File: config.mk
export PLATFORM = sky130hd
export DESIGN_NAME = fpu_issue_ctrl
export DESIGN_NICKNAME = d
export VERILOG_FILES = /design/src/rtl/fpu_pkg.sv /design/src/rtl/fpu_wb_tracker.sv /design/src/rtl/fpu_issue_ctrl.sv
export SDC_FILE = /design/constraint.sdc
export NUM_CORES = 1
export LEC_CHECK = 0
export ABC_AREA = 1
export CORE_MARGIN = 4
export CORE_UTILIZATION = 46
export CTS_CLUSTER_DIAMETER = 150
export DETAILED_ROUTE_END_ITERATION = 6
export GPL_ROUTABILITY_DRIVEN = 1
export PLACE_DENSITY = 0.86
export SLEW_MARGIN = 0
export SYNTH_ARGS = -nofsm -noshare
export SYNTH_HDL_FRONTEND = slang
export SYNTH_HIERARCHICAL = 1
export SYNTH_SLANG_ARGS = --single-unit
export TNS_END_PERCENT = 30
File: constraint.sdc
create_clock -name clk -period 4.7 [get_ports clk]
set_input_delay 1.41 -clock clk [delete_from_list [all_inputs] [get_ports clk]]
set_output_delay 1.41 -clock clk [all_outputs]
set_load 0.03 [all_outputs]
File: src/rtl/fpu_pkg.sv
// Encodings and default sizing shared by the FPU issue controller and its
// writeback tracker.
package fpu_pkg;

  localparam int BIT_SIZE    = 31;
  localparam int DEF_LAT_ADD = 2;
  localparam int DEF_LAT_MUL = 3;
  localparam int DEF_LAT_DIV = 8;

  typedef enum logic [1:0] {
    OP_ADD = 2'b00,
    OP_SUB = 2'b01,
    OP_MUL = 2'b10,
    OP_DIV = 2'b11
  } fpu_op_e;

  function automatic logic is_div(input logic [1:0] op);
    return op == OP_DIV;
  endfunction

endpackage

File: src/rtl/fpu_wb_tracker.sv
// Tracks in-flight FPU operations: result-bus reservations, requester tags,
// the divider busy counter, and the registered response.
module fpu_wb_tracker
  import fpu_pkg::*;
#(
  parameter int WIDTH   = BIT_SIZE + 1,
  parameter int LAT_ADD = DEF_LAT_ADD,
  parameter int LAT_MUL = DEF_LAT_MUL,
  parameter int LAT_DIV = DEF_LAT_DIV
) (
  input  logic             clk,
  input  logic             rst_n,
  input  logic             issue_i,
  input  logic             issue_id_i,
  input  logic [1:0]       issue_op_i,
  input  logic [WIDTH-1:0] fpu_out_i,
  input  logic             fpu_errors_i,
  output logic [LAT_DIV:0] wb_o,
  output logic             div_busy_o,
  output logic             rsp_valid_o,
  output logic             rsp_id_o,
  output logic [WIDTH-1:0] rsp_data_o,
  output logic             rsp_error_o
);

  localparam int CW = $clog2(LAT_DIV + 1);

  // Bit k set: a result lands on the FPU bus k cycles from now (bit 0 = this cycle).
  logic [LAT_DIV:0] wb_q, wb_d;
  logic [LAT_DIV:0] tag_q, tag_d;
  logic [CW-1:0]    div_cnt_q, div_cnt_d;
  logic             rsp_valid_q, rsp_valid_d;
  logic             rsp_id_q, rsp_id_d;
  logic [WIDTH-1:0] rsp_data_q, rsp_data_d;
  logic             rsp_error_q, rsp_error_d;

  assign div_busy_o = (div_cnt_q != '0);

  always_comb begin
    wb_d      = {1'b0, wb_q[LAT_DIV:1]};
    tag_d     = {1'b0, tag_q[LAT_DIV:1]};
    div_cnt_d = div_busy_o ? div_cnt_q - CW'(1) : div_cnt_q;

    // A new issue lands one slot below its latency because the vector has
    // already advanced by the time it is next looked at.
    if (issue_i) begin
      case (issue_op_i)
        OP_MUL: begin
          wb_d[LAT_MUL-1]  = 1'b1;
          tag_d[LAT_MUL-1] = issue_id_i;
        end
        OP_DIV: begin
          wb_d[LAT_DIV-1]  = 1'b1;
          tag_d[LAT_DIV-1] = issue_id_i;
          div_cnt_d        = CW'(LAT_DIV - 1);
        end
        default: begin
          wb_d[LAT_ADD-1]  = 1'b1;
          tag_d[LAT_ADD-1] = issue_id_i;
        end
      endcase
    end

    rsp_valid_d = wb_q[0];
    rsp_id_d    = wb_q[0] ? tag_q[0]     : rsp_id_q;
    rsp_data_d  = wb_q[0] ? fpu_out_i    : rsp_data_q;
    rsp_error_d = wb_q[0] ? fpu_errors_i : rsp_error_q;
  end

  always_ff @(posedge clk) begin
    if (!rst_n) begin
      wb_q        <= '0;
      tag_q       <= '0;
      div_cnt_q   <= '0;
      rsp_valid_q <= 1'b0;
      rsp_id_q    <= 1'b0;
      rsp_data_q  <= '0;
      rsp_error_q <= 1'b0;
    end else begin
      wb_q        <= wb_d;
      tag_q       <= tag_d;
      div_cnt_q   <= div_cnt_d;
      rsp_valid_q <= rsp_valid_d;
      rsp_id_q    <= rsp_id_d;
      rsp_data_q  <= rsp_data_d;
      rsp_error_q <= rsp_error_d;
    end
  end

  assign wb_o        = wb_q;
  assign rsp_valid_o = rsp_valid_q;
  assign rsp_id_o    = rsp_id_q;
  assign rsp_data_o  = rsp_data_q;
  assign rsp_error_o = rsp_error_q;

endmodule

File: src/rtl/fpu_issue_ctrl.sv
// Round-robin issue arbiter sharing one FPU between two requesters, with a
// collision-free writeback schedule and tagged responses.
module fpu_issue_ctrl
  import fpu_pkg::*;
#(
  parameter int WIDTH   = BIT_SIZE + 1,
  parameter int LAT_ADD = DEF_LAT_ADD,
  parameter int LAT_MUL = DEF_LAT_MUL,
  parameter int LAT_DIV = DEF_LAT_DIV
) (
  input  logic             clk,
  input  logic             rst_n,
  input  logic             req0_valid,
  input  logic             req1_valid,
  output logic             req0_ready,
  output logic             req1_ready,
  input  logic [1:0]       req0_op,
  input  logic [1:0]       req1_op,
  input  logic [WIDTH-1:0] req0_opa,
  input  logic [WIDTH-1:0] req0_opb,
  input  logic [WIDTH-1:0] req1_opa,
  input  logic [WIDTH-1:0] req1_opb,
  output logic             fpu_start,
  output logic [1:0]       fpu_op,
  output logic [WIDTH-1:0] fpu_opa,
  output logic [WIDTH-1:0] fpu_opb,
  input  logic [WIDTH-1:0] fpu_out,
  input  logic             fpu_errors,
  output logic             rsp_valid,
  output logic             rsp_id,
  output logic [WIDTH-1:0] rsp_data,
  output logic             rsp_error
);

  logic [LAT_DIV:0] wb;
  logic             div_busy;
  logic             elig0, elig1, grant0, grant1;
  logic             rr_q, rr_d;
  logic [1:0]       last_op_q;
  logic [WIDTH-1:0] last_opa_q, last_opb_q;

  function automatic logic slot_free(input logic [1:0] op, input logic [LAT_DIV:0] wbv);
    case (op)
      OP_MUL:  return !wbv[LAT_MUL];
      OP_DIV:  return !wbv[LAT_DIV];
      default: return !wbv[LAT_ADD];
    endcase
  endfunction

  assign elig0 = rst_n & req0_valid & slot_free(req0_op, wb) & ~(is_div(req0_op) & div_busy);
  assign elig1 = rst_n & req1_valid & slot_free(req1_op, wb) & ~(is_div(req1_op) & div_busy);

  always_comb begin
    grant0    = elig0 & (~elig1 | ~rr_q);
    grant1    = elig1 & (~elig0 | rr_q);
    rr_d      = rr_q;
    fpu_start = grant0 | grant1;
    fpu_op    = last_op_q;
    fpu_opa   = last_opa_q;
    fpu_opb   = last_opb_q;
    if (grant0) begin
      rr_d    = 1'b1;
      fpu_op  = req0_op;
      fpu_opa = req0_opa;
      fpu_opb = req0_opb;
    end else if (grant1) begin
      rr_d    = 1'b0;
      fpu_op  = req1_op;
      fpu_opa = req1_opa;
      fpu_opb = req1_opb;
    end
  end

  assign req0_ready = grant0;
  assign req1_ready = grant1;

  // The FPU-facing operands hold their last issued values while idle.
  always_ff @(posedge clk) begin
    if (!rst_n) begin
      rr_q       <= 1'b0;
      last_op_q  <= '0;
      last_opa_q <= '0;
      last_opb_q <= '0;
    end else begin
      rr_q       <= rr_d;
      last_op_q  <= fpu_op;
      last_opa_q <= fpu_opa;
      last_opb_q <= fpu_opb;
    end
  end

  fpu_wb_tracker #(
    .WIDTH   (WIDTH),
    .LAT_ADD (LAT_ADD),
    .LAT_MUL (LAT_MUL),
    .LAT_DIV (LAT_DIV)
  ) u_tracker (
    .clk          (clk),
    .rst_n        (rst_n),
    .issue_i      (fpu_start),
    .issue_id_i   (grant1),
    .issue_op_i   (fpu_op),
    .fpu_out_i    (fpu_out),
    .fpu_errors_i (fpu_errors),
    .wb_o         (wb),
    .div_busy_o   (div_busy),
    .rsp_valid_o  (rsp_valid),
    .rsp_id_o     (rsp_id),
    .rsp_data_o   (rsp_data),
    .rsp_error_o  (rsp_error)
  );

endmodule

## Yosys cells after proc, flatten, opt, wreduce, memory -nomap -nowiden

Index checks and enable logic that the tools add are counted.

- Latch bits: 0
- Memory bits (writable): 0
- Register bits: 124
- Bits of input ports: 169
- ROM bits: 0
- Memories: 0

- Div/mod/pow operators: 0
- $mul: 0
- Mux-type cells: 23
- $add $sub $neg: 1
- Shift operators: 0
- Bitwise operators: 18
- Order comparisons: 0
- Eq/ne operators: 6
- Reduce and logical (&&, ||, !) cells: 6

Operators by type and width:

| operator | count |
|---|---|
| 32-bit two-way mux | 4 |
| 2-bit == test, second input constant | 6 |
| 4-bit two-way mux | 3 |
| 1-bit AND | 10 |
| 1-bit two-way mux | 10 |
| 2-bit two-way mux | 4 |
| 1-bit inverter | 5 |
| 1-bit one-hot mux with 2 select lines | 2 |
| 4-bit nonzero test | 1 |
| 4-bit by 1-bit subtractor with 4-bit output, second input constant | 1 |
| 1-bit zero test | 3 |
| 1-bit OR | 3 |
| 2-bit nonzero test | 1 |
| 2-bit OR reduction | 1 |

## Logic depth before layout (Yosys ltp)

- Depth after elaboration: 13
- Depth in mapped cells: 17
- Mapped depth without buffers: 16

## Modules after synthesis

The synthesis kept the hierarchy.

Modules (own cells, without submodules):

| module | sequential area each (um^2) | cells an instance | area each (um^2) | instances |
|---|---|---|---|---|
| fpu_issue_ctrl | 1341.3 | 732 | 4316.6 | 1 |
| fpu_wb_tracker | 1101.1 | 245 | 2018.2 | 1 |

## Worst setup path before layout

Ideal clock, no wire load.

- Path kind: input -> output
- From: input port req0_op[0]
- To: output port fpu_op[0]
- Path buffers: 1
- Arrival: 2.487 ns
- Cell stages on the path: 8
- Path slack: 0.803 ns
- Path through: nor2_1 nor2_1 a21oi_2 nand2_2 inv_2 buf_2 nand2_1 nand2_1

- Elaborated cells on any way between the ends: 13

RTL lines:

| item | line | source |
|---|---|---|
| start: declaration | fpu_issue_ctrl.sv:17 | `input logic [1:0] req0_op,` |
| 2-bit == test (on tied branches) | fpu_pkg.sv:18, fpu_issue_ctrl.sv:43 |  |
| 1-bit one-hot mux with 2 select lines or 1-bit AND (tied branches) | fpu_issue_ctrl.sv:43, fpu_issue_ctrl.sv:50 |  |
| 1-bit AND or 1-bit inverter (tied branches) | fpu_issue_ctrl.sv:50 | `assign elig0 = rst_n & req0_valid & slot_free(req0_op, wb) & ~(is_div(req0_op) & div_busy);` |
| 1-bit AND (*) | fpu_issue_ctrl.sv:50 |  |
| 1-bit AND (*) | fpu_issue_ctrl.sv:54 | `grant0 = elig0 & (~elig1 \| ~rr_q);` |
| net req0_ready | fpu_issue_ctrl.sv:15 | `output logic req0_ready,` |
| 2-bit two-way mux (*) | fpu_issue_ctrl.sv:61 | `if (grant0) begin` |
| end: declaration | fpu_issue_ctrl.sv:24 | `output logic [1:0] fpu_op,` |

The timed path passes the listed nets; every way through them passes the cells marked *.

## Final worst setup path

- From: input port req1_valid
- To: output port fpu_opa[22]

- Longest elaborated chain between the ends: 7
- Elaborated cells on any way between the ends: 9

Ends and longest elaborated chain:

| item | line | source |
|---|---|---|
| start: declaration | fpu_issue_ctrl.sv:14 | `input logic req1_valid,` |
| 1-bit AND (*) (3 in series) | fpu_issue_ctrl.sv:51 | `assign elig1 = rst_n & req1_valid & slot_free(req1_op, wb) & ~(is_div(req1_op) & div_busy);` |
| 1-bit inverter | fpu_issue_ctrl.sv:54 |  |
| 1-bit OR | fpu_issue_ctrl.sv:54 |  |
| 1-bit AND | fpu_issue_ctrl.sv:54 |  |
| 32-bit two-way mux (*) | fpu_issue_ctrl.sv:61 |  |
| end: declaration | fpu_issue_ctrl.sv:25 | `output logic [WIDTH-1:0] fpu_opa,` |

Mark *: on every way between the ends. The rest lies on a longest branch, timed or not.

==> impl_metrics.py <==
metrics = {
    "logic_synthesis": {
        "netlist_area_mm2": 0.006297,
        "syn-num-nets": 1142,
        "yosysWarnings": 6,
        "syn_area_per_cell_um2": 6.479,
        "synthCells": 972,
    },
    "critical_path": {
        "path_common_cell": "nand2_1",
        "crit_chain": "clkdlybuf4s50_1 -> nand2_1 -> a21oi_4 -> buf_4 -> buf_12 -> nand3b_1 -> nand2_1 -> clkinv_1 -> nand2_1 -> nand2_1 -> clkdlybuf4s15_2",
        "crit_buf_inv": 5,
        "path_class": "in -> out",
        "crit_path_end_kind": "output pin",
        "worst_ep_required_time_ns": 3.29,
        "cp.arrival_ns": 3.22,
        "max_stage_delay_ns": 0.47,
        "path_delay_family": "buffers and inverters",
        "cp_slowest_cell": "clkdlybuf4s50_1",
        "critPathLaunchType": "primary input",
        "cp_max_fo": 16,
    },
    "die": {
        "die_area_mm2": 0.01563,
        "die_w_um": 125.0,
        "die_y_um": 125.0,
        "io_pins": 273,
        "rows": 42,
        "core_mm2": 0.01335,
        "start_util_pct": 47.18,
    },
    "layout": {
        "ff_latch_area_mm2": 0.002442,
        "multi_input_area_mm2": 0.002880,
        "drive_gt1_share_pct": 19.44,
        "final_nets": 1484,
        "fin_cells": 1504,
        "fin_util_pct": 78.94,
        "fillCellCount": 898,
        "syn2layout_area_growth_pct": 67.32,
    },
    "clock_network": {
        "clkSlewWorstSetupHoldPaths_ns": 0.06,
        "cts-root-buf": "clkbuf_16",
        "htree_levels": 4,
        "holdBufCountCts": 0,
        "clkLatencyLatePin_ns": 0.42,
        "cts.sink_count": 122,
        "clockBufferDepth": 2,
        "cts_inserted_buffers": 17,
        "cts_tree": "yes",
    },
    "global_routing": {
        "grt_max_degree": 49,
        "antenna_found_initial": 1,
        "grt_pass1_vias": 7132,
        "grt_overflow": 0,
        "grt_usage_pct": 27.21,
        "grt_pass1_wl_um": 34990,
    },
    "run_status": {
        "outcome": "finished, final reports clean",
    },
    "routing": {
        "drt_iter0_markers": 444,
        "drtPass1Iterations": 5,
        "vias": 7231,
        "drc_errors": 0,
        "wl_per_cell_um": 15.08,
        "postRouteAntennaNets": 0,
        "wirelength_um": 22680,
        "via_per_inst": 4.808,
    },
    "place": {
        "hpwl_um": 15200,
        "io_buffer_count": 272,
        "gp_congestion": 0.9170,
        "placed_cells": 1463,
    },
    "timing": {
        "final_hold_viol_count": 0,
        "fmax_mhz": 215.9,
        "slew_headroom_pct": 62.36,
        "setup_violations": 0,
        "fin_worst_skew_ns": 0.003952,
        "min_period_over_period_pct": 98.54,
        "grt_setup_unrepaired": "true",
        "layout_min_cycle_time_ns": 4.631,
        "report.final.slew_viol_count": 0,
        "tightest_slew_ns": 0.5637,
    },
    "pwr": {
        "ir_worst_vdd_uv": 322.8,
        "power.total_mw": 3.736,
        "p_leak_nw": 5.371,
        "power-per-cell-area_mw_per_mm2": 354.6,
    },
    "hold_path": {
        "hp-class": "reg -> reg",
    },
    "flow_run": {
        "maxCapViolations": 0,
    },
}
worst min-delay path, delay by kind of cell, from the launching register on:
family | cells | cell delay (ns)
DFF | 1 | 0.30
buffers and inverters | 1 | 0.04
and+or+nand+nor | 1 | 0.05
area by class of cell:
class                      instances  area share, %
timing repair buffer             379          35.63
multi-input combinational        631          27.34
sequential                       122          23.18
inverter                         163          5.902
clock buffer                      17          4.038
tap                              176          2.090
clock inverter                    15          1.805
antenna                            1        0.02375
placed cells by master (no fill, tap or decap), types with 3 or more instances in the layout:
cell type        count
nand2_1            354
clkdlybuf4s50_1    197
dfxtp_1            122
buf_4              117
inv_1              114
nor2_1              71
a21oi_1             70
nand3b_1            67
clkdlybuf4s15_2     32
inv_2               30
o21ai_0             30
clkbuf_16           23
clkinv_1            17
buf_12              11
nand3_1              9
nor2_2               7
dlymetal6s2s_1       6
buf_6                6
o21ai_1              6
nand2_2              4
inv_6                4
bufinv_16            3
inv_8                3
registers in the layout, indices dropped and copies added (netlist names):
signal                 flops
last_op_q                  2
last_opa_q                32
last_opb_q                32
rr_q                       1
u_tracker/div_cnt_q        4
u_tracker/rsp_data_o      32
u_tracker/rsp_error_o      1
u_tracker/rsp_id_o         1
u_tracker/rsp_valid_o      1
u_tracker/tag_q            8
u_tracker/wb_o             8
report_power, final:
group	switching, mW	internal [mW]
sequential	0.0364	1.13
clock	0.517	0.846
combinational	0.669	0.542
total	1.22	2.51
routing by layer:
layer	global-route usage, %	vias up	part of all wire [%]
li1	-	3603	-
met1	29.74	3291	38
met2	49.60	279	50
met3	9.168	58	8.8
met4	8.546	0	2.9
met5	0	-	0
worst paths after layout:
kind	to	slack, ns	cells past startpoint	from
min	u_tracker/wb_o[5]	0.42	2	u_tracker/wb_o[6]
min reg2reg	u_tracker/wb_o[5]	0.42	2	u_tracker/wb_o[6]
max reg2reg	u_tracker/tag_q[2]	2.03	18	u_tracker/div_cnt_q[0]
max	fpu_opa[22]	0.07	11	req1_valid
repair_timing:
action / CTS / global route
setup endpoints to repair: 50 / 66
gates resized for setup: 112 / 21
gates cloned: 0 / 6
setup buffers: 0 / 2
hold endpoints to repair: 0 / 0
pin swaps: 0 / 3
through the flow:
step	setup WS (ns)	setup TNS, ns	cell area, um2	hold slack, ns
after floorplan	0.8033	0	6297	0.3905
after global placement	-0.3424	-10.30	9629	0.3914
after detailed placement	-0.3587	-11.09	9629	0.4050
after CTS	-0.05667	-0.1028	10290	0.4196
after global routing	-0.04548	-0.2493	10540	0.4272
final	0.06868	0	10540	0.4168
(Power assumes the default switching activity.)
